### src/rtl/seven_segment_capture.sv
// Passive decoder for a multiplexed 4-digit active-low seven-segment bus; rebuilds the 16-bit value.
// Build option SEGCAP_DOUBLE_SAMPLE_EN: sample each digit twice and flag any disagreement.
module seven_segment_capture #(
  parameter int SETTLE_CYCLES  = 4,
  parameter int TIMEOUT_CYCLES = 250_000
) (
  input  logic        clk,
  input  logic        rst,
  input  logic [6:0]  seg_i,
  input  logic [3:0]  anodes_i,
  output logic [15:0] data_o,
  output logic        valid_o,
  output logic        err_o,
  output logic        locked_o
);

  localparam int TW = $clog2(TIMEOUT_CYCLES + 1);
  localparam logic [TW-1:0] TMAX  = TW'(TIMEOUT_CYCLES);
  localparam logic [TW-1:0] TFIRE = TW'(TIMEOUT_CYCLES - 1);
  localparam logic [TW-1:0] SFIRE = TW'(SETTLE_CYCLES - 1);

  typedef enum logic [2:0] {
    SYNC     = 3'd0,
    SETTLE   = 3'd1,
    CAPTURE  = 3'd2,
    CAPTURE2 = 3'd3,
    COMMIT   = 3'd4,
    HOLD     = 3'd5
  } state_t;

  // Returns {decode_error, nibble}.
  function automatic logic [4:0] seg_decode(input logic [6:0] seg);
    case (seg)
      7'b0000001: seg_decode = {1'b0, 4'h0};
      7'b1001111: seg_decode = {1'b0, 4'h1};
      7'b0010010: seg_decode = {1'b0, 4'h2};
      7'b0000110: seg_decode = {1'b0, 4'h3};
      7'b1001100: seg_decode = {1'b0, 4'h4};
      7'b0100100: seg_decode = {1'b0, 4'h5};
      7'b0100000: seg_decode = {1'b0, 4'h6};
      7'b0001111: seg_decode = {1'b0, 4'h7};
      7'b0000000: seg_decode = {1'b0, 4'h8};
      7'b0000100: seg_decode = {1'b0, 4'h9};
      7'b0001000: seg_decode = {1'b0, 4'hA};
      7'b1100000: seg_decode = {1'b0, 4'hB};
      7'b0110001: seg_decode = {1'b0, 4'hC};
      7'b1000010: seg_decode = {1'b0, 4'hD};
      7'b0110000: seg_decode = {1'b0, 4'hE};
      7'b0111000: seg_decode = {1'b0, 4'hF};
      default:    seg_decode = {1'b1, 4'h0};
    endcase
  endfunction

  state_t       state, state_n;
  logic [6:0]   seg_q;
  logic [3:0]   anodes_q, anodes_prev, exp_pat;
  logic [1:0]   idx, idx_n;
  logic         ferr, ferr_n, ferr_upd;
  logic [TW-1:0] tcnt, tcnt_n;
  logic [15:0]  shadow, shadow_n, shadow_upd, data_n;
  logic         valid_n, err_n, locked_n;
  logic         change, timeout, last_sample, dec_err;
  logic [4:0]   dec;
`ifdef SEGCAP_DOUBLE_SAMPLE_EN
  logic [6:0]   first_seg, first_seg_n;
`endif

  assign change  = (anodes_q != anodes_prev);
  assign timeout = (tcnt >= TFIRE);
  assign dec     = seg_decode(seg_q);

  // Registers: input sampling, FSM state, frame shadow and the registered outputs.
  always_ff @(posedge clk) begin
    if (rst) begin
      seg_q       <= 7'h7F;
      anodes_q    <= 4'hF;
      anodes_prev <= 4'hF;
      state       <= SYNC;
      idx         <= 2'd0;
      ferr        <= 1'b0;
      tcnt        <= '0;
      shadow      <= 16'h0000;
      data_o      <= 16'h0000;
      valid_o     <= 1'b0;
      err_o       <= 1'b0;
      locked_o    <= 1'b0;
`ifdef SEGCAP_DOUBLE_SAMPLE_EN
      first_seg   <= 7'h7F;
`endif
    end else begin
      seg_q       <= seg_i;
      anodes_q    <= anodes_i;
      anodes_prev <= anodes_q;
      state       <= state_n;
      idx         <= idx_n;
      ferr        <= ferr_n;
      tcnt        <= tcnt_n;
      shadow      <= shadow_n;
      data_o      <= data_n;
      valid_o     <= valid_n;
      err_o       <= err_n;
      locked_o    <= locked_n;
`ifdef SEGCAP_DOUBLE_SAMPLE_EN
      first_seg   <= first_seg_n;
`endif
    end
  end

  // Datapath helpers: elapsed-cycle counter, decode error, shadow update, expected next strobe.
  always_comb begin
    if (change) begin
      tcnt_n = TW'(1);
    end else if (tcnt == TMAX) begin
      tcnt_n = tcnt;
    end else begin
      tcnt_n = tcnt + TW'(1);
    end
`ifdef SEGCAP_DOUBLE_SAMPLE_EN
    dec_err = dec[4] | ((state == CAPTURE2) && (seg_q != first_seg));
`else
    dec_err = dec[4];
`endif
    ferr_upd = ferr | dec_err;
    shadow_upd = shadow;
    shadow_upd[{idx, 2'b00} +: 4] = dec[3:0];
    case (idx)
      2'd0:    exp_pat = 4'b1101;
      2'd1:    exp_pat = 4'b1011;
      2'd2:    exp_pat = 4'b0111;
      2'd3:    exp_pat = 4'b1110;
      default: exp_pat = 4'b1111;
    endcase
  end

  // Next-state and output logic; the commit result is registered so it shows in the COMMIT cycle.
  always_comb begin
    state_n     = state;
    idx_n       = idx;
    ferr_n      = ferr;
    shadow_n    = shadow;
    data_n      = data_o;
    valid_n     = 1'b0;
    err_n       = 1'b0;
    locked_n    = locked_o;
    last_sample = 1'b0;
`ifdef SEGCAP_DOUBLE_SAMPLE_EN
    first_seg_n = first_seg;
`endif
    case (state)
      SYNC: begin
        if (change && (anodes_q == 4'b1110)) begin
          idx_n   = 2'd0;
          ferr_n  = 1'b0;
          state_n = SETTLE;
        end else begin
          state_n = SYNC;
        end
      end
      SETTLE: begin
        if (change || timeout) begin
          err_n    = 1'b1;
          locked_n = 1'b0;
          state_n  = SYNC;
        end else if (tcnt >= SFIRE) begin
          state_n = CAPTURE;
        end else begin
          state_n = SETTLE;
        end
      end
      CAPTURE: begin
        shadow_n = shadow_upd;
        ferr_n   = ferr_upd;
`ifdef SEGCAP_DOUBLE_SAMPLE_EN
        first_seg_n = seg_q;
        state_n     = CAPTURE2;
`else
        last_sample = 1'b1;
`endif
      end
      CAPTURE2: begin
        shadow_n = shadow_upd;
        ferr_n   = ferr_upd;
`ifdef SEGCAP_DOUBLE_SAMPLE_EN
        last_sample = 1'b1;
`else
        state_n = SYNC;
`endif
      end
      COMMIT: begin
        state_n = HOLD;
      end
      HOLD: begin
        if (change) begin
          if (anodes_q == exp_pat) begin
            idx_n   = idx + 2'd1;
            ferr_n  = (idx == 2'd3) ? 1'b0 : ferr;
            state_n = SETTLE;
          end else begin
            err_n    = 1'b1;
            locked_n = 1'b0;
            state_n  = SYNC;
          end
        end else if (timeout) begin
          err_n    = 1'b1;
          locked_n = 1'b0;
          state_n  = SYNC;
        end else begin
          state_n = HOLD;
        end
      end
      default: begin
        state_n = SYNC;
      end
    endcase

    if (last_sample) begin
      if (idx == 2'd3) begin
        state_n = COMMIT;
        if (!ferr_upd) begin
          data_n   = shadow_upd;
          valid_n  = 1'b1;
          locked_n = 1'b1;
        end else begin
          err_n    = 1'b1;
          locked_n = 1'b0;
        end
      end else begin
        state_n = HOLD;
      end
    end else begin
      valid_n = valid_n;
    end
  end

endmodule

### config.mk
export PLATFORM = sky130hd
export DESIGN_NAME = seven_segment_capture
export DESIGN_NICKNAME = d
export VERILOG_FILES = /design/src/rtl/seven_segment_capture.sv
export SDC_FILE = /design/constraint.sdc
export NUM_CORES = 1
export LEC_CHECK = 0
export BUFFER_PORTS_ARGS = -buffer_cell sky130_fd_sc_hd__buf_4
export CAP_MARGIN = 20
export CORE_UTILIZATION = 44
export DETAILED_ROUTE_END_ITERATION = 12
export PLACE_DENSITY = 0.71
export SYNTH_ARGS = -nofsm -noshare
export SYNTH_HDL_FRONTEND = slang
export SYNTH_SLANG_ARGS = --single-unit
### constraint.sdc
create_clock -name clk -period 5.28 [get_ports clk]
set_clock_uncertainty 0.2 [all_clocks]
set_input_delay 0.792 -clock clk [delete_from_list [all_inputs] [get_ports clk]]
set_output_delay 0.792 -clock clk [all_outputs]
set_load 0.02 [all_outputs]
After elaboration in Yosys (flattened, before gate mapping) --
Cells that the tools add are included. Widths: inputs -> output; s select.
Operators by class: $add $sub $neg 3, reduce and logical (&&, ||, !) cells 13, shifts and indexed selects 2, equal/unequal tests 33, bitwise logic cells 4, order comparisons 2, div/mod/pow operators 0, multiply operators 0, muxes and demuxes 40
Operator list (number):
- $pmux 5 s16 | 1
- $eq 7x6->1 const B | 5
- $eq 7x7->1 const B | 4
- $mux 1 | 24
- $add 18x1->18 const B | 1
- $eq 18x18->1 const B | 1
- $ge 18x18->1 const B | 1
- $ge 18x2->1 const B | 1
- $bwmux 16 | 1
- $pmux 4 s4 | 1
- $shift 4x6->16 const A | 1
- $shiftx 4x6->16 | 1
- $pmux 3 s5 | 1
- $eq 7x3->1 const B | 2
- $eq 7x4->1 const B | 2
- $ne 2x2->1 const B | 6
- $mux 2 | 5
- $mux 3 | 3
- $eq 7x1->1 const B | 1
- $eq 7x5->1 const B | 1
- $logic_not 7->1 | 1
- $eq 3x2->1 const B | 2
- $eq 3x3->1 const B | 2
- $neg 4->6 | 1
- 23 further kinds | 28
Word-level totals: bits in latches 0, memory bits (writable) 0, ROM bits 0, output and inout port bits 19, bits of input ports 13, register bits after elaboration 74, memories kept 0, logic and storage cells 110

Depth between registers and ports, before layout --
Gate-level depths: netlist (run 1).
depth after elaboration 9, mapped depth 8, mapped depth without buffers 7

Worst setup path after synthesis (run 1) --
No wires, ideal clock.
kind flip-flop to flip-flop, from register tcnt[6], to register err_o, data required time 4993 ps, clock period less this slack 2503 ps, stages on the path, launching flop included 6, path slack 2777 ps, library setup time 87 ps, arrival time 2216 ps, cells stage by stage dfxtp_1 > or4_1 > or4_4 > o211a_1 > or4_1 > o31ai_1
Between the ends: word-level cells in the longest chain between the ends 7
RTL lines:
- start, declared | RTL line 59 | logic [TW-1:0] tcnt, tcnt_n;
- start signal, assigned | RTL line 97 | tcnt <= tcnt_n;
- $ge 18x18->1 (*) | RTL line 69 | assign timeout = (tcnt >= TFIRE);
- $mux 1 or $logic_or 1x1->1 (tied branches) | RTL line 203, 160
- $mux 1 (on tied branches) | RTL line 193, 160
- $pmux 1 s2 (*) | RTL line 149 | case (state)
- $mux 1 | RTL line 219 | if (!ferr_upd) begin
- $mux 1 | RTL line 217 | if (idx == 2'd3) begin
- $mux 1 (*) | RTL line 216 | if (last_sample) begin
- end signal, assigned | RTL line 101 | err_o <= err_n;
- end, declared | RTL line 13 | output logic err_o,
Every way passes the cells marked *; elsewhere a longest branch is shown, timed or not. A chain may end at the register's enable or synchronous reset.

Final worst setup path (run 1) --
from register seg_q[3], to register data_o[5]
Between the ends: word-level cells in the longest chain between the ends 5
RTL lines:
- start, declared | RTL line 55 | logic [6:0] seg_q;
- start signal, assigned | RTL line 91 | seg_q <= seg_i;
- $eq 7x6->1, or another cell as far along | RTL line 33 | case (seg)
- $pmux 5 s16 (*) | RTL line 33
- parallel branches: the longest is 3 deep, another holds $shiftx 4x6->16
- end signal, assigned | RTL line 99 | data_o <= data_n;
- end, declared | RTL line 11 | output logic [15:0] data_o,
Every way passes the cells marked *.

==> run_results.csv, run 1 <==
group,metric,value,unit
outcome,outcome,"finished clean",
drt,remaining_drc_errors,0,
sta,fin_crit_sh,0.543,
drt,wirelength,7.79,mm
sta,fmaxAchievable,349,MHz
placement,place_congestion,0.878,
logic_synthesis,syn_area,3600,um^2
sta,setup_viol,0,
finish,final_cell_count_no_fill,557,
drt,via_per_inst,5.63,
logic_synthesis,ys_seq_area_frac,0.395,
logic_synthesis,ys_ff_latch,71,
clock_tree,postCtsSetupBuffers,0,
floorplanning,dieArea,8540,um^2
global_route,grt_pass1_wl,13.4,mm
clock_tree,path_clk_slew,70,ps
drt,routedWlPerCell,14.0,um
setup_path,path_max_fanout,15,
placement,dp_hpwl,5.57,mm
finish,num-fill-cells,745,
global_route,grt_usage,0.197,
min_path,holdCritPathClass,"flop to flop",
setup_path,crit_required,5360,ps
logic_synthesis,ys_async_sr_fraction,0,
drt,vias,3137,
logic_synthesis,synth_edf_count,0,
power,power.leakage,0.00153,uW
logic_synthesis,synthCells,428,
power,vdd_drop_max,0.121,mV
clock_tree,clock_sinks,71,
global_route,antenna_found_initial,0,
placement,dpl-instance-area,3880,um^2
finish,drive_gt1_frac,0.152,
finish,diodes,0,
placement,place_inst,541,
drt,drt_iter0_markers,323,
finish,seq_area,1420,um^2
clock_tree,root_buffer,"clkbuf_8",
clock_tree,cts_buffers,9,
power,power_density,254,nW/um^2
placement,place_ws,2410,ps
finish,syn2layout_area_growth,13.1,%
logic_synthesis,synth.avg_cell_area,8.40,um^2
floorplanning,rows,32,
floorplanning,die_h,92.4,um
clock_tree,cts_max_path_buffers,2,
placement,portBuffers,31,
floorplanning,io-pin-count,32,
sta,fin_ws,2410,ps
drt,postRouteAntennaNets,0,
floorplanning,core_area,7810,um^2
clock_tree,htree_levels,3,
drt,drt_first_pass_iters,4,
finish,multi_input_area,2000,um^2
finish,nets,470,
clock_tree,cts_resized,0,
floorplanning,die_w,92.4,um
power,total_power,1030,uW
sta,grt_setup_unrepaired,"no",
logic_synthesis,synth_cell_types,50,
sta,hold_violations,0,
global_route,grt_pass1_vias,2893,
sta,max_slew.worst_pin.slew,844,ps
clock_tree,postCtsHoldBufs,0,
logic_synthesis,synth_nets,448,
flow_run,drv_cap,0,
logic_synthesis,yosys_warnings,0,
sta,tns,0,ps
sta,relSlewSlack,0.432,
clock_tree,cts_tree,"built",
sta,maxSlewViolCount,0,
finish,design_area,4070,um^2
clock_tree,clock_latency,360,ps
setup_path,path_class,"flop to flop",
setup_path,crit_arrival,2940,ps
sta,layout_min_cycle_time,2870,ps
logic_synthesis,synth_ff_type,"dfxtp_1",
setup_path,startpoint_type,"flop",
floorplanning,start_util,0.461,
setup_path,end_kind,"flop",
global_route,grt_max_degree,40,
global_route,grt.overflow.total,0,
[worst paths after layout]
| kind | from | end | slack (ps) | cells past startpoint |
|---|---|---|---|---|
| setup / recovery | seg_q[3] | data_o[5] | 2410 | 6 |
| hold / removal | data_o[3] | data_o[3] | 260 | 2 |
| setup reg to reg | seg_q[3] | data_o[5] | 2410 | 6 |
| hold reg to reg | data_o[3] | data_o[3] | 260 | 2 |
[flip-flops by register name, indices dropped and copies added (netlist names)]
name,flops
valid_o,1
anodes_q,4
data_o,16
locked_o,1
idx,2
tcnt,18
shadow,13
seg_q,7
ferr,1
err_o,1
anodes_prev,4
state,3
[layout by cell type, fill, tap and decap left out, drive strengths merged, types with 3 or more instances in the layout]
cell	instances
and4	3
nor4	6
o31ai	6
o21ai	24
a31oi	7
mux2i	15
nand2b	5
o221a	3
and3	8
ha	7
or4	4
clkbuf	12
nand4	10
nand2	32
xnor2	9
and2	3
inv	20
dfxtp	71
or2	16
nor2	35
nor4bb	3
clkinv	3
xor2	12
a21oi	22
or3	8
nand3	17
nor3	12
o32ai	3
buf	33
a32oi	10
nor2b	10
[layout make-up]
cell class | count | area share
Clock inverter | 4 | 0.0111
Clock buffer | 12 | 0.0357
Inverter | 20 | 0.0185
Sequential cell | 71 | 0.350
Tap cell | 102 | 0.0314
Multi-Input combinational cell | 315 | 0.493
Timing Repair Buffer | 33 | 0.0609
[layer usage]
| metal | vias to the layer above | GRT usage | wire length (um) |
|---|---|---|---|
| met5 | - | 0 | 0 |
| met3 | 12 | 0.0402 | 412 |
| met4 | 0 | 0.0885 | 139 |
| li1 | 1588 | - | - |
| met2 | 94 | 0.301 | 3270 |
| met1 | 1443 | 0.267 | 3970 |
[cell usage after synthesis (8+ instances only)]
library cell / instances / area share
a21oi_1: 22 / 0.031
a32oi_1: 10 / 0.024
and3_1: 8 / 0.014
clkbuf_1: 16 / 0.017
dfxtp_1: 71 / 0.40
inv_1: 20 / 0.021
mux2i_1: 15 / 0.042
nand2_1: 32 / 0.033
nand3_1: 17 / 0.024
nand4_1: 10 / 0.017
nor2_1: 35 / 0.037
nor2b_1: 10 / 0.017
nor3_1: 12 / 0.017
o21ai_0: 23 / 0.032
or2_2: 16 / 0.028
or3_1: 8 / 0.014
xnor2_1: 9 / 0.022
xor2_1: 12 / 0.029
[power breakdown]
group	leakage (uW)	total (uW)	switching [uW]	internal, uW
registers	0.000576	557	14.0	543
clock network	0.000100	425	196	229
logic	0.000854	51.2	27.7	23.6
total	0.00153	1030	237	796
[stage by stage]
stage | util | hold WS, ps
global placement | 0.496 | 247
CTS | 0.521 | 265
detailed placement | 0.496 | 254
global route | 0.521 | 274
floorplan | - | 246
finish | 0.521 | 261
[logic make-up after synthesis]
kind of cell / after synthesis / synth area share
xor gates and xnor gates: 21 / 0.0511
buffers and inverters: 42 / 0.0473
AOI/OAI and AO/OA: 93 / 0.172
DFF: 71 / 0.395
muxes: 15 / 0.0418
adders and majority gates: 7 / 0.0244
and+or+nand+nor: 179 / 0.268
[critical path, cell delays in order, from the launching register on]
cell	delay [ps]
dfxtp_1	620
or4_1	220
a2bb2oi_1	590
nand3_1	440
o21ai_1	240
buf_4	270
mux2i_1	220
(Power assumes the default switching activity.)
==> run 2, diff against run 1 <==
Settings changed: PLACE_DENSITY 0.71 to 0.73.
Clock period 5.28 ns to 2.4 ns, I/O delays scaled along.
==> run 2 against run 1 <==
Compared with the run above:
- via count up 8.3%
- critical path depth decreased by 1
- setup slack got worse by 2300 ps
- worst hold slack got worse by 51 ps
- final cell count increased by 7.4%
- largest cell class unchanged
- highest routed layer unchanged
==> run_results.csv, run 2 (synthesized netlist as in run 1, its figures left out) <==
group,metric,value,unit
sta,setup_viol,0,
finish,syn2layout_area_growth,24.7,%
finish,final_cell_count_no_fill,598,
setup_path,r2r-start,"tcnt[8]",
power,vdd_drop_max,0.337,mV
drt,postRouteAntennaNets,0,
placement,portBuffers,31,
sta,grt_setup_unrepaired,"no",
drt,vias,3398,
placement,dpl-instance-area,4120,um^2
global_route,grt_pass1_wl,14.6,mm
finish,largest_reg_flops,18,
finish,drive_gt1_frac,0.214,
min_path,min_path_cells,2,
setup_path,path_max_fanout,3,
power,power.leakage,0.00175,uW
finish,nets,511,
floorplanning,start_util,0.461,
finish,final_cell_mix,"dfxtp_1, buf_4, nor2_1, nand2_1, o21ai_0",
sta,hold_violations,0,
finish,regMostFlops,"tcnt",
floorplanning,die_w,92.4,um
sta,layout_min_cycle_time,2320,ps
setup_path,r2r_cells,5,
finish,diodes,0,
power,power_density,562,nW/um^2
global_route,grt_usage,0.216,
clock_tree,cts_max_path_buffers,2,
sta,maxSlewViolCount,0,
setup_path,crit_arrival,2380,ps
clock_tree,htree_levels,3,
sta,fmaxAchievable,432,MHz
clock_tree,postCtsSetupBuffers,0,
global_route,grt.overflow.total,0,
global_route,grt_pass1_vias,3097,
floorplanning,dieArea,8540,um^2
setup_path,startpoint_type,"flop",
finish,design_area,4480,um^2
floorplanning,core_area,7810,um^2
outcome,outcome,"finished clean",
drt,via_per_inst,5.68,
setup_path,crit_required,2460,ps
setup_path,regToRegSetupSlack,80,ps
clock_tree,cts_tree,"built",
clock_tree,path_clk_slew,80,ps
min_path,holdPathEnd,"valid_o",
clock_tree,clock_latency,350,ps
setup_path,path_class,"flop to flop",
global_route,antenna_found_initial,0,
clock_tree,root_buffer,"clkbuf_8",
global_route,grt_max_degree,40,
min_path,holdCritPathClass,"input pin to flop",
finish,final_common_cell,"dfxtp_1",
sta,max_slew.worst_pin.slew,521,ps
floorplanning,rows,32,
drt,wirelength,8.64,mm
clock_tree,clock_sinks,71,
placement,place_inst,571,
sta,relSlewSlack,0.653,
floorplanning,io-pin-count,32,
setup_path,r2r-end,"err_o",
clock_tree,cts_buffers,9,
finish,reg_top3,"tcnt x18, data_o x16, shadow x13",
placement,place_congestion,0.906,
setup_path,end_kind,"flop",
drt,remaining_drc_errors,0,
drt,drt_iter0_markers,278,
floorplanning,die_h,92.4,um
drt,routedWlPerCell,14.4,um
min_path,hold_path.startpoint,"rst",
flow_run,drv_cap,0,
sta,fin_crit_sh,0.965,
finish,utilization,0.574,
drt,drt_first_pass_iters,5,
placement,dp_hpwl,6.02,mm
## run 2: cell type report
type	instances	area, um^2
Clock buffer	10	128
Clock inverter	6	109
Fill cell	705	3320
Inverter	20	75.1
Multi-Input combinational cell	315	2020
Sequential cell	71	1420
Tap cell	102	128
Timing Repair Buffer	74	596
## run 2: timing repair
action | CTS | global route
resized for setup | 2 | 4
endpoints found under the setup margin | 1 | 16
hold buffers | 11 | 0
pin swaps | 3 | 2
endpoints found under the hold margin | 11 | 0
## run 2: worst max-delay path by stage
stage,from,to
after global routing,seg_q[6],data_o[4]
after detailed placement,tcnt[8],err_o
after CTS,tcnt[8],err_o
after global placement,tcnt[8],err_o
final,tcnt[8],err_o
after floorplan,tcnt[6],err_o
## run 2: layer usage
metal	vias up	global-route usage	share of wire
li1	1676	-	-
met2	106	0.346	0.46
met4	0	0.113	0.026
met1	1599	0.274	0.46
met3	17	0.0411	0.051
met5	-	0	0
## run 2: critical path: stages (launching register included)
cell and delay (ps):
dfxtp_1 320, or4_4 530, or4_4 450, o211a_4 260
or4_1 400, o31ai_1 80
## run 2: where the power goes
part	switching [uW]	internal [uW]
registers	23.0	1190
logic	77.6	81.4
clock network	454	689
## run 2: through the flow
stage / hold slack [ps] / TNS, ps / power [uW] / worst slack, ps
after floorplan: 246 / 0 / 1330 / 30.0
after global placement: 246 / 0 / 1380 / 25.1
after detailed placement: 253 / -8.34 / 1380 / -8.34
after CTS: 195 / -26.2 / 2530 / -26.2
after global routing: 207 / 0 / 2600 / 1.34
final: 211 / 0 / 2520 / 84.5
